--- src/rtl/mem_arbiter.sv ---
// Shares one single-ported memory between the CPU and a DMA channel.
// DMA wins ties, but only DMA_MAX_BURST times in a row while the CPU waits.
module mem_arbiter #(
   parameter int AW            = 12,
   parameter int DW            = 12,
   parameter int MEM_LAT       = 1,
   parameter int DMA_MAX_BURST = 4
) (
   input  logic          clk,
   input  logic          rst,
   input  logic          cpu_req,
   input  logic          cpu_we,
   input  logic [AW-1:0] cpu_addr,
   input  logic [DW-1:0] cpu_wdata,
   output logic          cpu_ack,
   output logic [DW-1:0] cpu_rdata,
   input  logic          dma_req,
   input  logic          dma_we,
   input  logic [AW-1:0] dma_addr,
   input  logic [DW-1:0] dma_wdata,
   output logic          dma_ack,
   output logic [DW-1:0] dma_rdata,
   output logic [AW-1:0] mem_addr,
   output logic [DW-1:0] mem_wdata,
   output logic          mem_read,
   output logic          mem_write,
   input  logic [DW-1:0] mem_rdata,
   output logic          owner,
   output logic          busy
);

   localparam int LAT_W = (MEM_LAT > 1) ? $clog2(MEM_LAT) : 1;
   localparam int BC_W  = $clog2(DMA_MAX_BURST + 1);
   localparam logic [LAT_W-1:0] LAT_LAST  = LAT_W'(MEM_LAT - 1);
   localparam logic [BC_W-1:0]  BURST_MAX = BC_W'(DMA_MAX_BURST);

   typedef enum logic [1:0] {S_IDLE, S_RD, S_WR, S_ACK} state_t;

   state_t           state_q, state_d;
   logic             owner_q, owner_d;
   logic [LAT_W-1:0] lat_cnt_q, lat_cnt_d;
   logic [BC_W-1:0]  burst_cnt_q, burst_cnt_d;
   logic [AW-1:0]    mem_addr_q, mem_addr_d;
   logic [DW-1:0]    mem_wdata_q, mem_wdata_d;
   logic             mem_read_q, mem_read_d;
   logic             mem_write_q, mem_write_d;
   logic             cpu_ack_q, cpu_ack_d;
   logic             dma_ack_q, dma_ack_d;
   logic [DW-1:0]    cpu_rdata_q, cpu_rdata_d;
   logic [DW-1:0]    dma_rdata_q, dma_rdata_d;
   logic             busy_q, busy_d;

   logic             grant_dma, grant_cpu, win_we;
   logic [AW-1:0]    win_addr;
   logic [DW-1:0]    win_wdata;

   // Tie-break: DMA loses only once it has used up its burst allowance.
   always_comb begin
      grant_dma = dma_req && (!cpu_req || (burst_cnt_q != BURST_MAX));
      grant_cpu = cpu_req && !grant_dma;
      win_we    = grant_dma ? dma_we    : cpu_we;
      win_addr  = grant_dma ? dma_addr  : cpu_addr;
      win_wdata = grant_dma ? dma_wdata : cpu_wdata;
   end

   always_ff @(posedge clk or posedge rst) begin
      if (rst) state_q <= S_IDLE;
      else     state_q <= state_d;
   end

   always_comb begin
      state_d = state_q;
      case (state_q)
         S_IDLE: begin
            if (grant_dma || grant_cpu) state_d = win_we ? S_WR : S_RD;
         end
         S_RD: begin
            if (lat_cnt_q == LAT_LAST) state_d = S_ACK;
         end
         S_WR:    state_d = S_ACK;
         S_ACK:   state_d = S_IDLE;
         default: state_d = S_IDLE;
      endcase
   end

   always_comb begin
      owner_d     = owner_q;
      lat_cnt_d   = lat_cnt_q;
      burst_cnt_d = burst_cnt_q;
      mem_addr_d  = mem_addr_q;
      mem_wdata_d = mem_wdata_q;
      cpu_rdata_d = cpu_rdata_q;
      dma_rdata_d = dma_rdata_q;
      mem_read_d  = 1'b0;
      mem_write_d = 1'b0;
      cpu_ack_d   = 1'b0;
      dma_ack_d   = 1'b0;
      busy_d      = (state_d != S_IDLE);
      case (state_q)
         S_IDLE: begin
            // Any idle cycle without a waiting CPU resets the DMA allowance.
            if (!cpu_req)
               burst_cnt_d = '0;
            else if (grant_dma)
               burst_cnt_d = (burst_cnt_q == BURST_MAX) ? burst_cnt_q : burst_cnt_q + BC_W'(1);
            else
               burst_cnt_d = '0;
            if (grant_dma || grant_cpu) begin
               owner_d     = grant_dma;
               mem_addr_d  = win_addr;
               mem_wdata_d = win_wdata;
               lat_cnt_d   = '0;
               mem_read_d  = !win_we;
               mem_write_d = win_we;
            end
         end
         S_RD: begin
            if (lat_cnt_q == LAT_LAST) begin
               if (owner_q) begin
                  dma_rdata_d = mem_rdata;
                  dma_ack_d   = 1'b1;
               end else begin
                  cpu_rdata_d = mem_rdata;
                  cpu_ack_d   = 1'b1;
               end
            end else begin
               lat_cnt_d  = lat_cnt_q + LAT_W'(1);
               mem_read_d = 1'b1;
            end
         end
         S_WR: begin
            dma_ack_d = owner_q;
            cpu_ack_d = !owner_q;
         end
         default: ;
      endcase
   end

   always_ff @(posedge clk or posedge rst) begin
      if (rst) begin
         owner_q     <= 1'b1;
         lat_cnt_q   <= '0;
         burst_cnt_q <= '0;
         mem_addr_q  <= '0;
         mem_wdata_q <= '0;
         mem_read_q  <= 1'b0;
         mem_write_q <= 1'b0;
         cpu_ack_q   <= 1'b0;
         dma_ack_q   <= 1'b0;
         cpu_rdata_q <= '0;
         dma_rdata_q <= '0;
         busy_q      <= 1'b0;
      end else begin
         owner_q     <= owner_d;
         lat_cnt_q   <= lat_cnt_d;
         burst_cnt_q <= burst_cnt_d;
         mem_addr_q  <= mem_addr_d;
         mem_wdata_q <= mem_wdata_d;
         mem_read_q  <= mem_read_d;
         mem_write_q <= mem_write_d;
         cpu_ack_q   <= cpu_ack_d;
         dma_ack_q   <= dma_ack_d;
         cpu_rdata_q <= cpu_rdata_d;
         dma_rdata_q <= dma_rdata_d;
         busy_q      <= busy_d;
      end
   end

   assign cpu_ack   = cpu_ack_q;
   assign dma_ack   = dma_ack_q;
   assign cpu_rdata = cpu_rdata_q;
   assign dma_rdata = dma_rdata_q;
   assign mem_addr  = mem_addr_q;
   assign mem_wdata = mem_wdata_q;
   assign mem_read  = mem_read_q;
   assign mem_write = mem_write_q;
   assign owner     = owner_q;
   assign busy      = busy_q;

endmodule

--- config.mk ---
export PLATFORM = sky130hd
export DESIGN_NAME = mem_arbiter
export DESIGN_NICKNAME = d
export VERILOG_FILES = /design/src/rtl/mem_arbiter.sv
export SDC_FILE = /design/constraint.sdc
export NUM_CORES = 1
export LEC_CHECK = 0
export CAP_MARGIN = 20
export CORE_MARGIN = 2
export CORE_UTILIZATION = 34
export DETAILED_ROUTE_END_ITERATION = 8
export PLACE_DENSITY = 0.75
export SLEW_MARGIN = 20
export SYNTH_ARGS = -nofsm -noshare
export SYNTH_HDL_FRONTEND = slang
export SYNTH_SLANG_ARGS = --single-unit
--- constraint.sdc ---
create_clock -name clk -period 2.2 [get_ports clk]
set_input_delay 0.44 -clock clk [delete_from_list [all_inputs] [get_ports clk]]
set_output_delay 0.44 -clock clk [all_outputs]
set_load 0.02 [all_outputs]
==> results of run 1 <==
state kept, by name, summed over array words and instances (netlist names):
| name | flops |
|---|---|
| dma_ack | 1 |
| mem_addr | 12 |
| dma_rdata | 12 |
| busy | 1 |
| cpu_ack | 1 |
| cpu_rdata | 12 |
| burst_cnt_q | 3 |
| mem_write | 1 |
| mem_wdata | 12 |
| owner | 1 |
| mem_read | 1 |
| state_q | 2 |
through the flow:
stage	setup slack [ns]	util	area (um2)	hold WS (ns)	power [mW]
after floorplan	0.305	-	2800	0.491	3.74
after global placement	0.440	0.508	4110	0.473	5.06
after detailed placement	0.382	0.508	4110	0.474	5.16
after CTS	0.233	0.531	4290	0.454	6.11
after global routing	0.186	0.531	4290	0.493	6.44
final	0.257	0.531	4290	0.455	6.05
synth_stat cells:
cell / number
dfrtp_1: 58
nand2_1: 51
nand4_1: 25
mux2_2: 24
o211ai_2: 20
buf_2: 11
inv_1: 8
buf_4: 5
ha_1: 5
buf_6: 4
nor2_1: 4
o211ai_1: 4
o21ai_0: 3
o22ai_1: 3
a21oi_1: 2
clkbuf_1: 2
nand3_1: 2
nor2b_1: 2
o21a_1: 2
a21bo_2: 1
a22o_1: 1
a31oi_1: 1
a32oi_1: 1
a41oi_1: 1
and2_4: 1
and3_1: 1
dfstp_2: 1
nand3_2: 1
nor3_1: 1
nor4bb_1: 1
o21ai_2: 1
cell families after synthesis:
group,Yosys count
and+or+nand+nor,89
adders and majority gates,5
muxes,24
AOI/OAI and AO/OA,40
buffers and inverters,30
DFF,59
metal layers:
layer | wire (um) | GRT usage | vias to the layer above
li1 | - | - | 1128
met1 | 3190 | 0.199 | 1127
met2 | 3400 | 0.283 | 103
met3 | 690 | 0.0543 | 8
met4 | 98 | 0.0700 | 0
met5 | 0 | 0 | -
report_power, final:
| group | internal, mW | switching (mW) |
|---|---|---|
| Combinational | 1.60 | 1.61 |
| Clock | 0.519 | 0.411 |
| Sequential | 1.63 | 0.284 |
| Total | 3.74 | 2.31 |
cell type report:
type,instances,share of cell area
clock buffers,11,0.0306
flip-flops and latches,59,0.344
well taps,105,0.0306
repair buffers,133,0.308
inverters,8,0.00699
clock inverters,5,0.0125
multi-input cells,158,0.267
worst max path at each step:
stage | slack (ns) | depth (start not counted) | startpoint | to
6_report | 0.26 | 1 | owner | owner
2_1_floorplan | 0.31 | 1 | rst | burst_cnt_q[0]
5_1_grt | 0.19 | 1 | owner | owner
4_1_cts | 0.23 | 1 | owner | owner
3_3_place_gp | 0.44 | 5 | dma_req | state_q[1]
3_5_place_dp | 0.38 | 5 | dma_req | state_q[1]
placed cells by master (no fill, tap or decap), types with 2 or more instances in the layout:
| cell type | instances |
|---|---|
| clkdlybuf4s50_1 | 119 |
| dfrtp_1 | 58 |
| nand2_1 | 51 |
| nand4_1 | 25 |
| mux2_2 | 24 |
| o211ai_2 | 20 |
| buf_4 | 12 |
| clkbuf_8 | 9 |
| inv_1 | 7 |
| ha_1 | 5 |
| nor2_1 | 4 |
| o211ai_1 | 4 |
| o21ai_0 | 3 |
| o22ai_1 | 3 |
| clkinv_2 | 3 |
| nor2b_1 | 2 |
| o21a_1 | 2 |
| a21oi_1 | 2 |
| nand3_1 | 2 |
| clkbuf_1 | 2 |
| buf_12 | 2 |
==> qor.yml, run 1 <==
critical_path:
  crit_path_top_delay_cell: "clkdlybuf4s50_1"
  critPathMaxStageDelay_ns: 0.62
  start_kind: "register"
  r2r_setup_slack_ns: 0.60
  crit_chain: "clkdlybuf4s50_1"
  critPathArrivalTime_ns: 1.50
  critPathMaxFanout: 5
  critPathTopFamily: "buffers and inverters"
  critPathCaptureType: "primary output"
  worst-path-buf-inv: 1
  reg2reg_from: "state_q[1]"
  cp_data_required_time_ns: 1.76
  reg2reg_depth: 4
  reg2reg_to: "dma_rdata[6]"
  critPathKind: "reg -> out"
worst_hold_path:
  min_path_type: "in -> async"
timing:
  slew_headroom: 0.630
  period_needed_ns: 1.94
  finalClockSkew_ns: 0.00982
  tightest_slew_ns: 0.553
  maxClockFrequency_mhz: 515
  fin_crit_sh: 0.883
  rsz0062_at_grt: "no"
  slew_violations: 0
  finalHoldViolations: 0
  fin_setup_tns_ns: 0
  setup_viol: 0
routing:
  drc: 0
  drtAntennaViolNets: 0
  vias_per_cell: 4.94
  routedWlPerCell_um: 15.4
  vias: 2366
  drtPass1Iterations: 4
  routed_wl_um: 7380
  drt_first_iter_violations: 104
global_routing:
  grt_first_pass_wirelength_um: 11600
  grt_use_total: 0.168
  grt_pass1_vias: 2461
  grt-ovfl-total: 0
  grt_max_degree: 25
  antenna_found_initial: 0
floorplanning:
  fp.coreArea_um2: 8090
  die_h_um: 94.8
  rows: 33
  ioPinCount: 120
  dieWidth_um: 94.8
  dieArea_um2: 8980
  initial_core_util: 0.346
logic_synthesis:
  yosys.area_share.adder: 0.0223
  synthCells: 247
  synth_top_cell_area_share: 0.518
  syn-cell-area_um2: 2800
  synth-compound-area-share: 0.139
  syn_nets: 318
  yosysWarnings: 0
  ys_types: 31
  synth_area_per_cell_um2: 11.3
  synth_top_family_by_area: "simple AND/OR/NAND/NOR gates"
  netlist_top_cells_area: "dfrtp_1 (52%), mux2_2 (9.6%), o211ai_2 (8.9%), nand2_1 (6.8%), nand4_1 (5.6%)"
  synth_xor_area_frac: 0
  synthMuxAreaShare: 0.0965
  ys_seq_area_frac: 0.527
  yosys.area_share.simple: 0.152
  synth_area_leader_cell: "dfrtp_1"
  synth-seq-cells: 59
finish:
  diodes: 0
  final_nets: 440
  fin_cells: 479
  fill_cells: 711
  multiInputGateArea_um2: 1150
  area_delta_synth_final_pct: 53.3
  layout-drive-gt1-share: 0.209
  layout.area.seq_um2: 1480
clock_tree:
  clockRootBuffer: "clkbuf_8"
  clk_path_buf_depth: 2
  cts_tree: "yes"
  cts-htree-levels: 3
  clock_latency_ns: 0.33
  cts.sinks: 59
  cts_buffers: 9
  post_cts_resized: 0
  clk_pin_slew_ns: 0.07
  hold_buffers: 0
  cts_setup_buffers: 0
placed_design:
  dp_hpwl_um: 5560
  dp_cells: 463
  port_buffers: 119
  gp_congestion: 0.732
power_and_ir_drop:
  power_density_nw_per_um2: 1410
  peakVddDrop_mv: 0.563
  p_leak_nw: 1.81
run_status:
  status: "finished, final reports clean"
job:
  drv_cap: 0
No activity file was read; power rests on OpenSTA's default activity.
==> inputs of run 2 (changes only) <==
--- a/config.mk
+++ b/config.mk
@@ -10,7 +10,6 @@
 export CORE_UTILIZATION = 34
 export DETAILED_ROUTE_END_ITERATION = 8
 export PLACE_DENSITY = 0.75
-export SLEW_MARGIN = 20
 export SYNTH_ARGS = -nofsm -noshare
 export SYNTH_HDL_FRONTEND = slang
 export SYNTH_SLANG_ARGS = --single-unit
==> results of run 2 <==
The final DEF is identical to that of run 1; final timing and power are the same.
==> inputs of run 3 (changes only) <==
--- a/config.mk
+++ b/config.mk
@@ -6,7 +6,6 @@
 export NUM_CORES = 1
 export LEC_CHECK = 0
 export CAP_MARGIN = 20
-export CORE_MARGIN = 2
 export CORE_UTILIZATION = 34
 export DETAILED_ROUTE_END_ITERATION = 8
 export PLACE_DENSITY = 0.75
==> run 3 against run 2 <==
Non-clock buffer count fell by 1. Sequential power is essentially flat. Die area is 4.2% lower. Clock-buffer cell count down 2. Critical path type unchanged. Critical endpoint unchanged.
==> qor.yml, run 3 (synthesized netlist as in run 1, its figures left out) <==
critical_path:
  critPathArrivalTime_ns: 1.51  # about the same
  critPathCaptureType: "primary output"
  worst-path-buf-inv: 1  # unchanged
  critPathKind: "reg -> out"
  crit_path_top_delay_cell: "clkdlybuf4s50_1"
  crit_chain: "clkdlybuf4s50_1"
  cp_data_required_time_ns: 1.76  # about the same
  start_kind: "register"
  critPathTopFamily: "buffers and inverters"
  critPathMaxFanout: 5  # unchanged
  critPathMaxStageDelay_ns: 0.62  # about the same
routing:
  drtPass1Iterations: 4  # unchanged
  drc: 0  # unchanged
  vias_per_cell: 4.96  # +0.50%
  routedWlPerCell_um: 15.3  # -0.49%
  drtAntennaViolNets: 0  # unchanged
  drt_first_iter_violations: 122  # +17%
  vias: 2353  # -0.55%
  routed_wl_um: 7270  # -1.5%
run_status:
  status: "finished, final reports clean"
clock_tree:
  cts-htree-levels: 3  # unchanged
  cts.sinks: 59  # unchanged
  post_cts_resized: 0  # unchanged
  cts_buffers: 9  # unchanged
  cts_tree: "yes"
  clk_pin_slew_ns: 0.07  # about the same
  cts_setup_buffers: 0  # unchanged
  hold_buffers: 0  # unchanged
  clock_latency_ns: 0.33  # about the same
  clk_path_buf_depth: 2  # unchanged
  clockRootBuffer: "clkbuf_8"
finish:
  final_nets: 439  # -0.23%
  diodes: 0  # unchanged
  area_delta_synth_final_pct: 54.3
  layout-drive-gt1-share: 0.210  # +0.00112
  final_cell_mix: "clkdlybuf4s50_1 (119), dfrtp_1 (58), nand2_1 (51)"
  final_common_cell: "clkdlybuf4s50_1"
timing:
  slew_headroom: 0.647  # +0.0164
  slew_violations: 0  # unchanged
  finalHoldViolations: 0  # unchanged
  fin_ws_ns: 0.250  # -0.00725 ns
  rsz0062_at_grt: "no"
  fin_setup_tns_ns: 0  # unchanged
  maxClockFrequency_mhz: 513  # -0.37%
  holdWs_ns: 0.409  # -0.0469 ns
  tightest_slew_ns: 0.529  # -0.0246 ns
  period_needed_ns: 1.95  # +0.00725 ns
  setup_viol: 0  # unchanged
  finalClockSkew_ns: 0.00733  # -0.00249 ns
  fin_crit_sh: 0.886  # +0.00329
power_and_ir_drop:
  switchingPower_mw: 2.31  # -0.12%
  cell_internal_pwr_mw: 3.96  # +5.8%
  clock_power_share: 0.183  # +0.029
  pwr-share-comb: 0.511  # -0.020
  p_leak_nw: 1.82  # +0.88%
  p_sw_frac: 0.368  # -0.0136
  power_density_nw_per_um2: 1450  # +2.9%
  pwr-share-seq: 0.306  # -0.009
  peakVddDrop_mv: 0.549  # -2.5%
global_routing:
  grt_util_met2: 0.293  # +0.0104
  busiest_layer: "met2"
  grt-ovfl-total: 0  # unchanged
  grt_max_degree: 35  # +40%
  antenna_found_initial: 0  # unchanged
  grt_pass1_vias: 2381  # -3.3%
  grtUsageMet3: 0.0452  # -0.00911
  grt_use_met1: 0.217  # +0.0186
  grt_use_total: 0.178  # +0.00908
  grt_first_pass_wirelength_um: 11700  # +1.3%
floorplanning:
  dieWidth_um: 92.8  # -2.1%
  fp.coreArea_um2: 7850  # -3.0%
  die_h_um: 92.8  # -2.1%
  dieArea_um2: 8610  # -4.2%
  ioPinCount: 120  # unchanged
  rows: 32  # -3.0%
  initial_core_util: 0.357  # +0.0108
placed_design:
  place_ws_ns: 0.0547  # -0.327 ns
  dp_hpwl_um: 5400  # -2.9%
  gp_congestion: 0.763  # +4.3%
  port_buffers: 119  # unchanged
job:
  drv_cap: 0  # unchanged
worst_hold_path:
  min_path_type: "in -> async"
## run 3: final timing paths
check,endpoint,slack (ns),depth (start not counted),start
max reg2reg,mem_addr[9],0.51,6,state_q[1]
max in group asynchronous,mem_addr[3],1.27,3,rst
min in group clk,mem_wdata[8],0.49,2,mem_wdata[8]
min reg2reg,mem_wdata[8],0.49,2,mem_wdata[8]
min,cpu_rdata[4],0.41,2,rst
max,owner,0.25,1,owner
## run 3: per-layer routing
| metal | part of all wire | vias up |
|---|---|---|
| li1 | - | 1123 |
| met1 | 0.44 | 1107 |
| met2 | 0.46 | 115 |
| met3 | 0.086 | 8 |
| met4 | 0.015 | 0 |
| met5 | 0 | - |
## run 3: cell type report
cell class / instances / area, um2
well taps: 102 / 128
flip-flops and latches: 59 / 1480
fillers: 672 / 3530
clock buffers: 9 / 124
repair buffers: 132 / 1310
inverters: 8 / 30.0
clock inverters: 6 / 105
multi-input cells: 158 / 1150
## run 3: stage by stage
stage	total power, mW	instance area (um2)	std cells	utilization
6_report	6.27	4320	474	0.551
5_1_grt	6.64	4320	474	0.551
4_1_cts	6.31	4310	473	0.549
3_5_place_dp	5.13	4080	458	0.520
3_3_place_gp	5.04	4080	458	0.520
2_1_floorplan	3.74	2800	247	-
## run 3: power by group through the flow
stage | Combinational, mW | Clock [mW] | Sequential, mW
2_1_floorplan | 1.25 | 0 | 2.49
3_3_place_gp | 3.13 | 0 | 1.91
3_5_place_dp | 3.21 | 0 | 1.92
4_1_cts | 3.21 | 1.18 | 1.91
5_1_grt | 3.45 | 1.22 | 1.97
6_report | 3.20 | 1.15 | 1.92
## run 3: worst register-to-register path: stages (launching register included)
cell,delay [ns]
dfrtp_1,0.38
inv_1,0.12
ha_1,0.45
o21a_1,0.21
buf_4,0.19
nand2_1,0.07
o211ai_1,0.17
